<file path="src/rtl/ccm_pkg.sv">
// Shared types and constants for the colour-correction coefficient controller.
package ccm_pkg;

    localparam int DEF_FRAC_BITS = 6;
    localparam int DEF_INT_BITS  = 6;
    localparam int COEFF_W       = DEF_INT_BITS + DEF_FRAC_BITS;
    localparam int NUM_COEFF     = 9;

    typedef logic signed [COEFF_W-1:0] coeff_t;

    localparam coeff_t ONE  = coeff_t'(1 << DEF_FRAC_BITS);
    localparam coeff_t ZERO = '0;

    // Element 0 is the rightmost in the concatenation (row*3+col indexing).
    localparam logic [NUM_COEFF-1:0][COEFF_W-1:0] IDENTITY =
        {ONE, ZERO, ZERO, ZERO, ONE, ZERO, ZERO, ZERO, ONE};

    typedef enum logic [1:0] {
        IDLE  = 2'd0,
        DIRTY = 2'd1,
        ARMED = 2'd2
    } state_t;

endpackage

</file>
<file path="src/rtl/ccm_coeff_ctrl_if.sv">
// Host-side coefficient write/commit bus.
interface ccm_cfg_if #(
    parameter int COEFF_W = ccm_pkg::COEFF_W
);
    logic               cfg_valid;
    logic               cfg_ready;
    logic [3:0]         cfg_addr;
    logic [COEFF_W-1:0] cfg_data;
    logic               cfg_commit;

    modport master (
        output cfg_valid,
        output cfg_addr,
        output cfg_data,
        output cfg_commit,
        input  cfg_ready
    );

    modport slave (
        input  cfg_valid,
        input  cfg_addr,
        input  cfg_data,
        input  cfg_commit,
        output cfg_ready
    );
endinterface

</file>
<file path="src/rtl/ccm_coeff_bank.sv">
// Nine-entry coefficient register bank: one write port, full parallel load,
// asynchronous reset to the identity matrix.
module ccm_coeff_bank
    import ccm_pkg::*;
#(
    parameter int FRAC_BITS = DEF_FRAC_BITS,
    parameter int CW        = COEFF_W
) (
    input  logic                          clk,
    input  logic                          reset,
    input  logic                          we,
    input  logic [3:0]                    waddr,
    input  logic [CW-1:0]                 wdata,
    input  logic                          load,
    input  logic [NUM_COEFF-1:0][CW-1:0]  load_data,
    output logic [NUM_COEFF-1:0][CW-1:0]  q
);

    logic [CW-1:0] entry_reg [NUM_COEFF];

    genvar gi;
    generate
        for (gi = 0; gi < NUM_COEFF; gi++) begin : g_entry
            // Diagonal entries (0, 4, 8) reset to 1.0 in fixed point.
            localparam logic [CW-1:0] INIT = (gi % 4 == 0) ? CW'(1 << FRAC_BITS) : '0;

            always_ff @(posedge clk or posedge reset) begin
                if (reset) begin
                    entry_reg[gi] <= INIT;
                end else if (load) begin
                    entry_reg[gi] <= load_data[gi];
                end else if (we && (waddr == 4'(gi))) begin
                    entry_reg[gi] <= wdata;
                end
            end

            assign q[gi] = entry_reg[gi];
        end
    endgenerate

endmodule

</file>
<file path="src/rtl/ccm_coeff_ctrl.sv">
// Shadow/active coefficient controller with frame-aligned atomic commit.
// Optional readback port enabled by defining CCM_READBACK_EN.
module ccm_coeff_ctrl
    import ccm_pkg::*;
#(
    parameter int  FRAC_BITS = DEF_FRAC_BITS,
    parameter int  INT_BITS  = DEF_INT_BITS,
    localparam int CW        = INT_BITS + FRAC_BITS
) (
    input  logic                                clk,
    input  logic                                reset,
    ccm_cfg_if.slave                            cfg,
    input  logic                                frame_start,
    output logic signed [NUM_COEFF-1:0][CW-1:0] cc_coeff,
    output logic                                pending,
    output logic                                dirty,
    output logic                                cfg_err,
    output logic [7:0]                          swap_count
`ifdef CCM_READBACK_EN
    ,
    input  logic [3:0]                          rd_addr,
    input  logic                                rd_bank,
    output logic [CW-1:0]                       rd_data
`endif
);

    state_t     state_reg;
    logic       cfg_ready_reg;
    logic       pending_reg;
    logic       dirty_reg;
    logic       cfg_err_reg;
    logic [7:0] swap_count_reg;

    logic [NUM_COEFF-1:0][CW-1:0] shadow_q;
    logic [NUM_COEFF-1:0][CW-1:0] active_q;

    logic accept;
    logic addr_ok;
    logic swap;

    assign accept  = cfg.cfg_valid & cfg_ready_reg;
    assign addr_ok = cfg.cfg_addr < 4'(NUM_COEFF);
    assign swap    = (state_reg == ARMED) & frame_start;

    // cfg_ready is low only while armed, so the shadow never changes under a pending swap.
    ccm_coeff_bank #(.FRAC_BITS(FRAC_BITS), .CW(CW)) u_shadow (
        .clk       (clk),
        .reset     (reset),
        .we        (accept & addr_ok),
        .waddr     (cfg.cfg_addr),
        .wdata     (cfg.cfg_data),
        .load      (1'b0),
        .load_data ('0),
        .q         (shadow_q)
    );

    ccm_coeff_bank #(.FRAC_BITS(FRAC_BITS), .CW(CW)) u_active (
        .clk       (clk),
        .reset     (reset),
        .we        (1'b0),
        .waddr     (4'd0),
        .wdata     ('0),
        .load      (swap),
        .load_data (shadow_q),
        .q         (active_q)
    );

    always_ff @(posedge clk or posedge reset) begin
        if (reset) begin
            state_reg      <= IDLE;
            cfg_ready_reg  <= 1'b1;
            pending_reg    <= 1'b0;
            dirty_reg      <= 1'b0;
            cfg_err_reg    <= 1'b0;
            swap_count_reg <= 8'd0;
        end else begin
            if (accept && !addr_ok) begin
                cfg_err_reg <= 1'b1;
            end
            case (state_reg)
                IDLE, DIRTY: begin
                    // A same-cycle write lands in the shadow before the commit freezes it.
                    if (cfg.cfg_commit) begin
                        state_reg     <= ARMED;
                        cfg_ready_reg <= 1'b0;
                        pending_reg   <= 1'b1;
                        dirty_reg     <= 1'b1;
                    end else if (accept && addr_ok) begin
                        state_reg <= DIRTY;
                        dirty_reg <= 1'b1;
                    end
                end
                ARMED: begin
                    if (frame_start) begin
                        state_reg      <= IDLE;
                        cfg_ready_reg  <= 1'b1;
                        pending_reg    <= 1'b0;
                        dirty_reg      <= 1'b0;
                        swap_count_reg <= swap_count_reg + 8'd1;
                    end
                end
                default: begin
                    state_reg     <= IDLE;
                    cfg_ready_reg <= 1'b1;
                    pending_reg   <= 1'b0;
                    dirty_reg     <= 1'b0;
                end
            endcase
        end
    end

    assign cfg.cfg_ready = cfg_ready_reg;
    assign cc_coeff      = active_q;
    assign pending       = pending_reg;
    assign dirty         = dirty_reg;
    assign cfg_err       = cfg_err_reg;
    assign swap_count    = swap_count_reg;

`ifdef CCM_READBACK_EN
    logic [CW-1:0] rd_data_reg;

    always_ff @(posedge clk or posedge reset) begin
        if (reset) begin
            rd_data_reg <= '0;
        end else if (rd_addr < 4'(NUM_COEFF)) begin
            rd_data_reg <= rd_bank ? shadow_q[rd_addr] : active_q[rd_addr];
        end else begin
            rd_data_reg <= '0;
        end
    end

    assign rd_data = rd_data_reg;
`endif

endmodule

</file>
<file path="src/flat_wrapper.sv">
// flat-port wrapper written by rule: the top's interface ports become plain ports
module ccm_coeff_ctrl_flat import ccm_pkg::*;
#(
    parameter int  FRAC_BITS = DEF_FRAC_BITS,
    parameter int  INT_BITS  = DEF_INT_BITS,
    localparam int CW        = INT_BITS + FRAC_BITS
)
  (clk, reset, frame_start, cc_coeff, pending, dirty, cfg_err, swap_count, cfg_cfg_valid, cfg_cfg_addr, cfg_cfg_data, cfg_cfg_commit, cfg_cfg_ready);
  ccm_cfg_if cfg_i ();
  input  logic clk;
  input  logic reset;
  input  logic frame_start;
  output logic signed [NUM_COEFF-1:0][CW-1:0] cc_coeff;
  output logic pending;
  output logic dirty;
  output logic cfg_err;
  output logic [7:0] swap_count;
  input wire logic [$bits(cfg_i.cfg_valid)-1:0] cfg_cfg_valid;
  input wire logic [$bits(cfg_i.cfg_addr)-1:0] cfg_cfg_addr;
  input wire logic [$bits(cfg_i.cfg_data)-1:0] cfg_cfg_data;
  input wire logic [$bits(cfg_i.cfg_commit)-1:0] cfg_cfg_commit;
  output wire logic [$bits(cfg_i.cfg_ready)-1:0] cfg_cfg_ready;
  assign cfg_i.cfg_valid = cfg_cfg_valid;
  assign cfg_i.cfg_addr = cfg_cfg_addr;
  assign cfg_i.cfg_data = cfg_cfg_data;
  assign cfg_i.cfg_commit = cfg_cfg_commit;
  assign cfg_cfg_ready = cfg_i.cfg_ready;
  ccm_coeff_ctrl #(.FRAC_BITS(FRAC_BITS), .INT_BITS(INT_BITS)) u_core (.clk(clk), .reset(reset), .cfg(cfg_i), .frame_start(frame_start), .cc_coeff(cc_coeff), .pending(pending), .dirty(dirty), .cfg_err(cfg_err), .swap_count(swap_count));
endmodule
</file>
<file path="config.mk">
export PLATFORM = sky130hd
export DESIGN_NAME = ccm_coeff_ctrl_flat
export DESIGN_NICKNAME = d
export VERILOG_FILES = /design/src/rtl/ccm_pkg.sv /design/src/rtl/ccm_coeff_ctrl_if.sv /design/src/rtl/ccm_coeff_bank.sv /design/src/rtl/ccm_coeff_ctrl.sv /design/src/flat_wrapper.sv
export SDC_FILE = /design/constraint.sdc
export NUM_CORES = 1
export LEC_CHECK = 0
export CORE_ASPECT_RATIO = 1.2
export CORE_UTILIZATION = 61
export DETAILED_ROUTE_END_ITERATION = 10
export PLACE_DENSITY_LB_ADDON = 0.1
export SLEW_MARGIN = 10
export SYNTH_ARGS = -nofsm -noshare
export SYNTH_HDL_FRONTEND = slang
export SYNTH_HIERARCHICAL = 1
export SYNTH_SLANG_ARGS = --single-unit
</file>
<file path="constraint.sdc">
create_clock -name clk -period 6.3 [get_ports clk]
set_input_delay 0.63 -clock clk [delete_from_list [all_inputs] [get_ports clk]]
set_output_delay 0.63 -clock clk [all_outputs]
set_load 0.01 [all_outputs]
</file>
==> results of run 1 <==
placed cells by master (no fill, tap or decap), types with 3 or more instances in the layout:
cell type                         Yosys  routed
sky130_fd_sc_hd__nor2_1               6       5
sky130_fd_sc_hd__and3b_2              4       4
sky130_fd_sc_hd__clkbuf_16            0      25
sky130_fd_sc_hd__a31oi_1            216     216
sky130_fd_sc_hd__o21ai_0            158     158
sky130_fd_sc_hd__conb_1               1     157
sky130_fd_sc_hd__clkdlybuf4s50_1      0     140
sky130_fd_sc_hd__clkbuf_1            60       4
sky130_fd_sc_hd__xnor2_1              3       3
sky130_fd_sc_hd__nand2_1              3       3
sky130_fd_sc_hd__bufinv_16            0       4
sky130_fd_sc_hd__and2b_2              4       4
sky130_fd_sc_hd__xor2_1               4       4
sky130_fd_sc_hd__nand3_1              5       5
sky130_fd_sc_hd__clkbuf_8             4       4
sky130_fd_sc_hd__buf_4                8       8
sky130_fd_sc_hd__a21oi_1            216     216
sky130_fd_sc_hd__o21ai_1             58      58
sky130_fd_sc_hd__inv_4                0       3
sky130_fd_sc_hd__dfstp_2              7       7
sky130_fd_sc_hd__nand3b_1             4       4
sky130_fd_sc_hd__nor2b_1            216     215
sky130_fd_sc_hd__clkinv_2             0       6
sky130_fd_sc_hd__dfrtp_1            223     223
kinds of logic after synthesis:
kind of cell	Yosys count	synth area share
muxes	2	0.001854
xor gates and xnor gates	7	0.005048
adders and majority gates	1	0.001030
DFF	230	0.4746
AOI/OAI and AO/OA	656	0.2950
other	1	0.0003088
and+or+nand+nor	261	0.1402
buffers and inverters	165	0.08190
how the worst min path moves through the flow:
stage / start / to / slack, ns
2_1_floorplan: u_core/u_shadow/q[102] / u_core/u_shadow/q[102] / 0.47
3_3_place_gp: u_core/swap_count[7] / u_core/swap_count[7] / 0.47
3_5_place_dp: u_core/swap_count[7] / u_core/swap_count[7] / 0.47
4_1_cts: u_core/swap_count[7] / u_core/swap_count[7] / 0.49
5_1_grt: u_core/swap_count[7] / u_core/swap_count[7] / 0.51
6_report: u_core/swap_count[7] / u_core/swap_count[7] / 0.48
layout make-up:
type	count	share of cell area
sequential	230	0.3999
tap	261	0.02266
inverter	5	0.001823
multi-input combinational	1084	0.4149
clock inverter	11	0.01103
clock buffer	33	0.04827
timing repair buffer	148	0.1014
report_power, final:
group	switching [W]	internal [W]	total (W)
logic	0.000574	0.000544	0.00112
registers	0.000167	0.00173	0.00190
clock network	0.000600	0.000937	0.00154
total	0.00134	0.00321	0.00456
through the flow:
step | setup WS (ns) | instance area, um2 | instances | hold slack (ns)
after detailed placement | 2.902 | 13560 | 1728 | 0.4653
after CTS | 3.404 | 14410 | 1772 | 0.4851
final | 3.307 | 14410 | 1772 | 0.4850
after global routing | 3.192 | 14410 | 1772 | 0.5058
after floorplan | 2.829 | 12730 | 1479 | 0.4677
after global placement | 2.980 | 13560 | 1728 | 0.4722
layer usage:
layer  vias to the layer above  part of all wire  routed length, um  global-route usage
met4                         0             0.045               1656              0.1691
met5                         -                 0                  0                   0
met2                       603              0.47              17110              0.5606
met1                      5311              0.40              14590              0.4941
li1                       4946                 -                  -                   -
met3                       119             0.090               3292             0.05060
worst register-to-register path: stages, from the launching register on:
cell	delay, ns
sky130_fd_sc_hd__dfstp_2	0.57
sky130_fd_sc_hd__nand2_1	0.08
sky130_fd_sc_hd__a21oi_2	0.29
sky130_fd_sc_hd__nand3b_1	0.75
sky130_fd_sc_hd__o21ai_0	0.49
sky130_fd_sc_hd__a21oi_1	0.14
==> results.txt, run 1 <==
----------------------------------------------------
[STA]
  Maximum operating frequency ... 334.1 MHz
  Clock skew after layout ... 0.009323 ns
  Crit share post-route ... 0.4750
  Tmin final ... 2.993 ns
  Total negative slack for setup checks ... 0 ns
  Setup repair after global routing missed its margin ... no
  Pins over their slew limit ... 0
  Worst slew pin tran ... 1.011 ns
  Total setup violations reported at the end of the flow ... 0
  Final count of hold timing violations ... 0
  Rel. slew slack ... 0.3238

[Clock network]
  Post-CTS repair timing setup buffer count ... 0
  Cell at the root of the clock tree ... sky130_fd_sc_hd__clkbuf_16
  Skew-Pair Late Insertion Delay ... between 0.5 and 0.6 ns
  Sinks on Clock Net ... 230
  CTS resizes ... 0
  TritonCTS clock tree ... yes
  H-Tree Depth ... 1
  Cts bufs inserted ... 24
  Clock input transition at the sequential cells of the worst setup and hold paths ... 0.06 ns
  Count of hold buffers inserted by post-cts repair ... 0
  Clock Tree Buf Depth ... 3

[Critical path]
  Largest incremental delay on the critical path ... 0.75 ns
  Crit. Startpoint ... cfg_cfg_addr[0]
  Cells on worst reg2reg path ... 5
  Number of gates on the worst path with buffers counted ... 6
  Worst reg2reg setup slack ... 3.84 ns
  Required time of the critical path ... 6.68 ns
  R2R Path Start ... u_core/cfg.cfg_ready
  Critical path fanouts, max ... 24
  Largest delay contributor family on the critical path ... simple AND/OR/NAND/NOR gates
  Data arrival at the endpoint of the critical path ... 3.37 ns
  Nature of the critical path startpoint ... input pin
  Category of the most critical setup path ... input pin to flop
  Timing endpoint of the critical path ... u_core/u_shadow/q[64]
  Cell breakdown of the critical path ... clkdlybuf4s50_1 -> or3_4 -> a21oi_2 -> nand3b_1 -> o21ai_0 -> a21oi_1
  Endpoint of the most critical register-to-register path ... u_core/u_shadow/q[64]
  CP max stage cell ... sky130_fd_sc_hd__nand3b_1
  Buffers and inverters on the worst path ... 1
  Crit end category ... flop

[Floorplan]
  Total die area ... slightly above 0.02 mm2
  Row cnt ... 56
  I/O pin count ... 141
  Starting density of the core ... 0.6213
  Die H ... 156.6 um
  Die width ... ~130 um
  Floorplan Core Area ... 0.01955 mm2

[Power and ir drop]
  Leakage ... 5.770 nW
  Power consumption ... between 0.004 and 0.005 W
  Peak ir drop on the vdd network ... 0.0002563 V
  Pwr Density ... 316.1 mW/mm2

[Worst hold path]
  Min-Delay Path Class ... flop to flop
  Hold Crit Depth ... 1

[Global route]
  Total gr overflow ... 0
  Via count of the first global-routing pass ... 10257
  Wire length of the first global-routing pass ... 55720 um
  Largest net degree at the start of global routing ... 217
  Number of antenna violations at the first check in global routing ... 0
  Global-route usage over all layers ... 0.3593

[Final layout]
  Combined area of the multi-input logic cells ... 0.005979 mm2
  Proportion of layout cells with a drive suffix above 1 ... 0.05559
  Area delta synth->final ... 18.67%
  Total Nets Final ... about 1500
  Filler instances ... 1514
  Antenna cells ... 0
  Combined flip-flop and latch cell area ... 0.005764 mm2
  Fin util ... 0.7373

[Run]
  Max-cap violations ... 0

[Place]
  Port bufs ... 140
  Final HPWL DP ... between 20000 and 25000 um
  Final weighted congestion in routability-driven placement ... 0.7957

[Synthesis]
  Dominant cell type by area after synthesis ... sky130_fd_sc_hd__dfrtp_1
  Total of flip-flops plus latches after synthesis ... 230
  Mean cell area of the mapped netlist ... 9.180 um2
  Share of synthesized registers carrying an async set or reset ... 1.000
  Share of Yosys cell area claimed by the top area cell type ... 0.4595
  Number of instances in the synthesized netlist ... 1323
  Number of synthesized flops with an enable pin ... 0
  Synth warnings ... 6
  Synthesized area ... 0.01215 mm2
  Part of the Yosys area used for sequential elements ... 0.4746
  Distinct cell type count of the synthesized netlist ... 48
  Main flop type after synthesis ... sky130_fd_sc_hd__dfrtp_1
  Top cell types by occurrence after synthesis ... sky130_fd_sc_hd__dfrtp_1, sky130_fd_sc_hd__a21oi_1, sky130_fd_sc_hd__a31oi_1, sky130_fd_sc_hd__nor2b_1, sky130_fd_sc_hd__o21ai_0
  Most common cell in the synthesized netlist ... sky130_fd_sc_hd__dfrtp_1
  Synth top area cells ... sky130_fd_sc_hd__dfrtp_1, sky130_fd_sc_hd__a31oi_1, sky130_fd_sc_hd__nor2b_1, sky130_fd_sc_hd__a21oi_1, sky130_fd_sc_hd__o21ai_0

[Route]
  Number of antenna-violating nets in the routed design ... 0
  Total vias in the final route ... 10979
  Initial drt markers ... 1426
  # DRC ... 0
  Routed WL ... approximately 37000 um
  Final routed wire length divided by cell count ... 20.68 um
  Detailed Routing Iterations Pass 1 ... 6
  Vias per cell ... 6.196

[Status]
  Result of the run ... finished clean

----------------------------------------------------
Power figures use the tool's default switching activity.
==> inputs of run 2 (changes only) <==
--- a/config.mk
+++ b/config.mk
@@ -6,7 +6,7 @@
 export NUM_CORES = 1
 export LEC_CHECK = 0
 export CORE_ASPECT_RATIO = 1.2
-export CORE_UTILIZATION = 61
+export CORE_UTILIZATION = 57
 export DETAILED_ROUTE_END_ITERATION = 10
 export PLACE_DENSITY_LB_ADDON = 0.1
 export SLEW_MARGIN = 10
==> constraint.sdc (replaced) <==
create_clock -name clk -period 3 [get_ports clk]
set_input_delay 0.3 -clock clk [delete_from_list [all_inputs] [get_ports clk]]
set_output_delay 0.3 -clock clk [all_outputs]
set_load 0.01 [all_outputs]
==> run 2 against run 1 <==
Net effect: utilization down 4.0 points; largest cell class unchanged; cell area up 1.1%; sequential share of layout area down 0.42 points; die area up 6.9%; non-clock buffer count up 13; cell count up 1.2%; critical path depth up 1; global-route usage down 2.0 points; count of clock-buffer cells in the layout up 7; via count down 0.62%; register-to-register slack worse by 2.9 ns; flip-flop and latch count unchanged.
==> results.txt, run 2 (synthesis gave the netlist of run 1 again) <==
----------------------------------------------------
[Status]
  Result of the run ... finished clean

[Critical path]
  Category of the most critical setup path ... input pin to flop
  Number of gates on the worst path with buffers counted ... 7 (+1)
  Timing endpoint of the critical path ... u_core/u_shadow/q[103]
  Buffers and inverters on the worst path ... 2 (+1)
  Crit. Startpoint ... cfg_cfg_addr[2]
  Endpoint of the most critical register-to-register path ... u_core/u_shadow/q[103]
  Required time of the critical path ... 3.40 ns (-3.28 ns)
  CP max stage cell ... sky130_fd_sc_hd__clkdlybuf4s50_1
  Data arrival at the endpoint of the critical path ... 2.63 ns (-0.74 ns)
  Cells on worst reg2reg path ... 6 (+1)
  Crit end category ... flop
  Nature of the critical path startpoint ... input pin
  Critical path fanouts, max ... 36 (+50%)
  R2R Path Start ... u_core/cfg.cfg_ready
  Largest delay contributor family on the critical path ... simple AND/OR/NAND/NOR gates
  Largest incremental delay on the critical path ... 0.55 ns (-0.20 ns)
  Worst reg2reg setup slack ... 0.95 ns (-2.89 ns)
  Cell breakdown of the critical path ... clkdlybuf4s50_1 -> or3_4 -> a21oi_2 -> or3b_1 -> buf_4 -> o21ai_0 -> a21oi_1

[Global route]
  Wire length of the first global-routing pass ... 56760 um (+1.9%)
  Largest net degree at the start of global routing ... 217 (unchanged)
  Number of antenna violations at the first check in global routing ... 0 (unchanged)
  Global-route usage over all layers ... 0.3391 (-0.02025)
  Total gr overflow ... 0 (unchanged)
  Via count of the first global-routing pass ... 10041 (-2.1%)

[Place]
  Placed cell count ... 1750 (+1.3%)
  Final weighted congestion in routability-driven placement ... 0.8130 (+2.2%)
  Final HPWL DP ... 21270 um (+3.4%)
  Port bufs ... 140 (unchanged)

[STA]
  Setup repair after global routing missed its margin ... no
  Tmin final ... between 2 and 2.5 ns
  Rel. slew slack ... 0.3515 (+0.02768)
  Crit share post-route ... 0.7448
  Total setup violations reported at the end of the flow ... 0 (unchanged)
  Maximum operating frequency ... between 400 and 500 MHz
  Pins over their slew limit ... 0 (unchanged)
  Clock skew after layout ... 0.007336 ns (-0.001987 ns)
  Final count of hold timing violations ... 0 (unchanged)
  Worst slew pin tran ... 0.9697 ns (-0.04151 ns)
  Total negative slack for setup checks ... 0 ns (unchanged)

[Floorplan]
  Starting density of the core ... 0.5811 (-0.04017)
  I/O pin count ... 141 (unchanged)
  Total die area ... 0.02190 mm2 (+6.9%)
  Die width ... 135.3 um (+3.4%)
  Floorplan Core Area ... 0.02090 mm2 (+6.9%)
  Die H ... 161.9 um (+3.4%)
  Row cnt ... 58 (+3.6%)

[Power and ir drop]
  Pwr Density ... 650.1 mW/mm2 (+110%)
  Proportion of power drawn by flip-flops and latches ... 0.421 (+0.004)
  Internal power of the cells ... 0.006658 W (+110%)
  Net switching fraction of the power ... 0.2969 (+0.002601)
  Part of the total power dissipated in the clock network ... 0.329 (-0.008)
  Peak ir drop on the vdd network ... 0.0005378 V (+110%)
  Power dissipated by switching net loads ... 0.002812 W (+110%)
  Part of the power in combinational logic ... 0.250 (+0.005)
  Leakage ... 5.822 nW (+0.90%)

[Clock network]
  Clock Tree Buf Depth ... 3 (unchanged)
  H-Tree Depth ... 1 (unchanged)
  Post-CTS repair timing setup buffer count ... 0 (unchanged)
  Clock input transition at the sequential cells of the worst setup and hold paths ... 0.06 ns (about the same)
  Count of hold buffers inserted by post-cts repair ... 0 (unchanged)
  Skew-Pair Late Insertion Delay ... 0.52 ns (about the same)
  Cell at the root of the clock tree ... sky130_fd_sc_hd__clkbuf_16
  TritonCTS clock tree ... yes
  Cts bufs inserted ... 24 (unchanged)
  CTS resizes ... 0 (unchanged)
  Sinks on Clock Net ... 230 (unchanged)

[Final layout]
  Leading cell type in the layout, fill and taps excluded ... sky130_fd_sc_hd__dfrtp_1
  Antenna cells ... 0 (unchanged)
  Commonest cells after routing, fill and taps aside ... sky130_fd_sc_hd__dfrtp_1, sky130_fd_sc_hd__a31oi_1, sky130_fd_sc_hd__a21oi_1
  Area delta synth->final ... 19.93%
  Total Nets Final ... 1528 (+0.86%)
  Post-route insts no fill ... 1794 (+1.2%)
  Proportion of layout cells with a drive suffix above 1 ... 0.05906 (+0.003463)

[Route]
  Total vias in the final route ... 10911 (-0.62%)
  Final routed wire length divided by cell count ... 20.60 um (-0.39%)
  Initial drt markers ... 1259 (-12%)
  Number of antenna-violating nets in the routed design ... 0 (unchanged)
  Routed WL ... 36950 um (+0.85%)
  Detailed Routing Iterations Pass 1 ... 6 (unchanged)
  Vias per cell ... 6.082 (-1.8%)
  # DRC ... 0 (unchanged)

[Run]
  Max-cap violations ... 0 (unchanged)

[Worst hold path]
  Min-Delay Path Class ... input pin to asynchronous set/reset pin

----------------------------------------------------
==> run 2: cell count changes in the layout (fill, tap and decap cells not counted) <==
| cell | before | now |
|---|---|---|
| sky130_fd_sc_hd__clkinv_2 | 6 | 2 |
| sky130_fd_sc_hd__clkbuf_1 | 4 | 9 |
| sky130_fd_sc_hd__buf_4 | 8 | 14 |
| sky130_fd_sc_hd__nand2b_1 | 1 | 2 |
| sky130_fd_sc_hd__nand2b_2 | 1 | 0 |
| sky130_fd_sc_hd__clkbuf_8 | 4 | 6 |
| sky130_fd_sc_hd__inv_6 | 1 | 0 |
| sky130_fd_sc_hd__inv_4 | 3 | 1 |
| sky130_fd_sc_hd__or2_2 | 1 | 0 |
| sky130_fd_sc_hd__buf_12 | 0 | 7 |
| sky130_fd_sc_hd__bufinv_16 | 4 | 2 |
| sky130_fd_sc_hd__or2_1 | 1 | 2 |
| sky130_fd_sc_hd__clkinvlp_4 | 0 | 2 |
==> run 2: stage by stage <==
| step | power (W) | cell area, um2 | utilization | setup slack, ns | hold slack [ns] |
|---|---|---|---|---|---|
| floorplan | 0.005231 | 12740 | - | 1.095 | 0.1885 |
| global placement | 0.006239 | 13750 | 0.6581 | 0.3556 | 0.4583 |
| detailed placement | 0.006295 | 13750 | 0.6581 | 0.2368 | 0.4590 |
| CTS | 0.009392 | 14570 | 0.6970 | 0.7960 | 0.3457 |
| global route | 0.009884 | 14570 | 0.6970 | 0.6699 | 0.4053 |
| finish | 0.009470 | 14570 | 0.6970 | 0.7657 | 0.3214 |
==> run 2: worst min-delay path by stage <==
stage,from,end,depth (start not counted)
global placement,u_core/swap_count[7],u_core/swap_count[7],1
finish,reset,u_core/swap_count[3],2
CTS,reset,u_core/swap_count[7],2
floorplan,reset,u_core/cfg_err,1
detailed placement,u_core/swap_count[7],u_core/swap_count[7],1
global route,reset,u_core/swap_count[7],2
==> run 2: worst register-to-register path, cell delays in order (launching register included) <==
cell and delay (ns):
sky130_fd_sc_hd__dfstp_2 0.57, sky130_fd_sc_hd__nand2_1 0.07, sky130_fd_sc_hd__a21oi_2 0.28, sky130_fd_sc_hd__or3b_1 0.39, sky130_fd_sc_hd__buf_4 0.28, sky130_fd_sc_hd__o21ai_0 0.25, sky130_fd_sc_hd__a21oi_1 0.09
==> run 2: final cells by class <==
| type | count | area (um2) |
|---|---|---|
| Clock inverter | 4 | 70.07 |
| Fill cell | 1731 | 6334 |
| Inverter | 5 | 28.78 |
| Tap cell | 270 | 337.8 |
| Multi-Input combinational cell | 1084 | 5977 |
| Timing Repair Buffer | 161 | 1647 |
| Sequential cell | 230 | 5764 |
| Clock buffer | 40 | 742.0 |
==> run 2: power groups by stage <==
stage	Sequential, W	Clock, W	Combinational [W]
floorplan	0.00414	0	0.00109
global placement	0.00402	0	0.00222
detailed placement	0.00403	0	0.00227
CTS	0.00398	0.00313	0.00227
global route	0.00404	0.00326	0.00258
finish	0.00399	0.00311	0.00237
==> run 2: routing by layer <==
metal | vias to the layer above | track usage | routed length (um)
li1 | 4970 | - | -
met1 | 5306 | 0.4812 | 15130
met2 | 553 | 0.5254 | 17150
met3 | 82 | 0.04869 | 3336
met4 | 0 | 0.1318 | 1342
met5 | - | 0 | 0
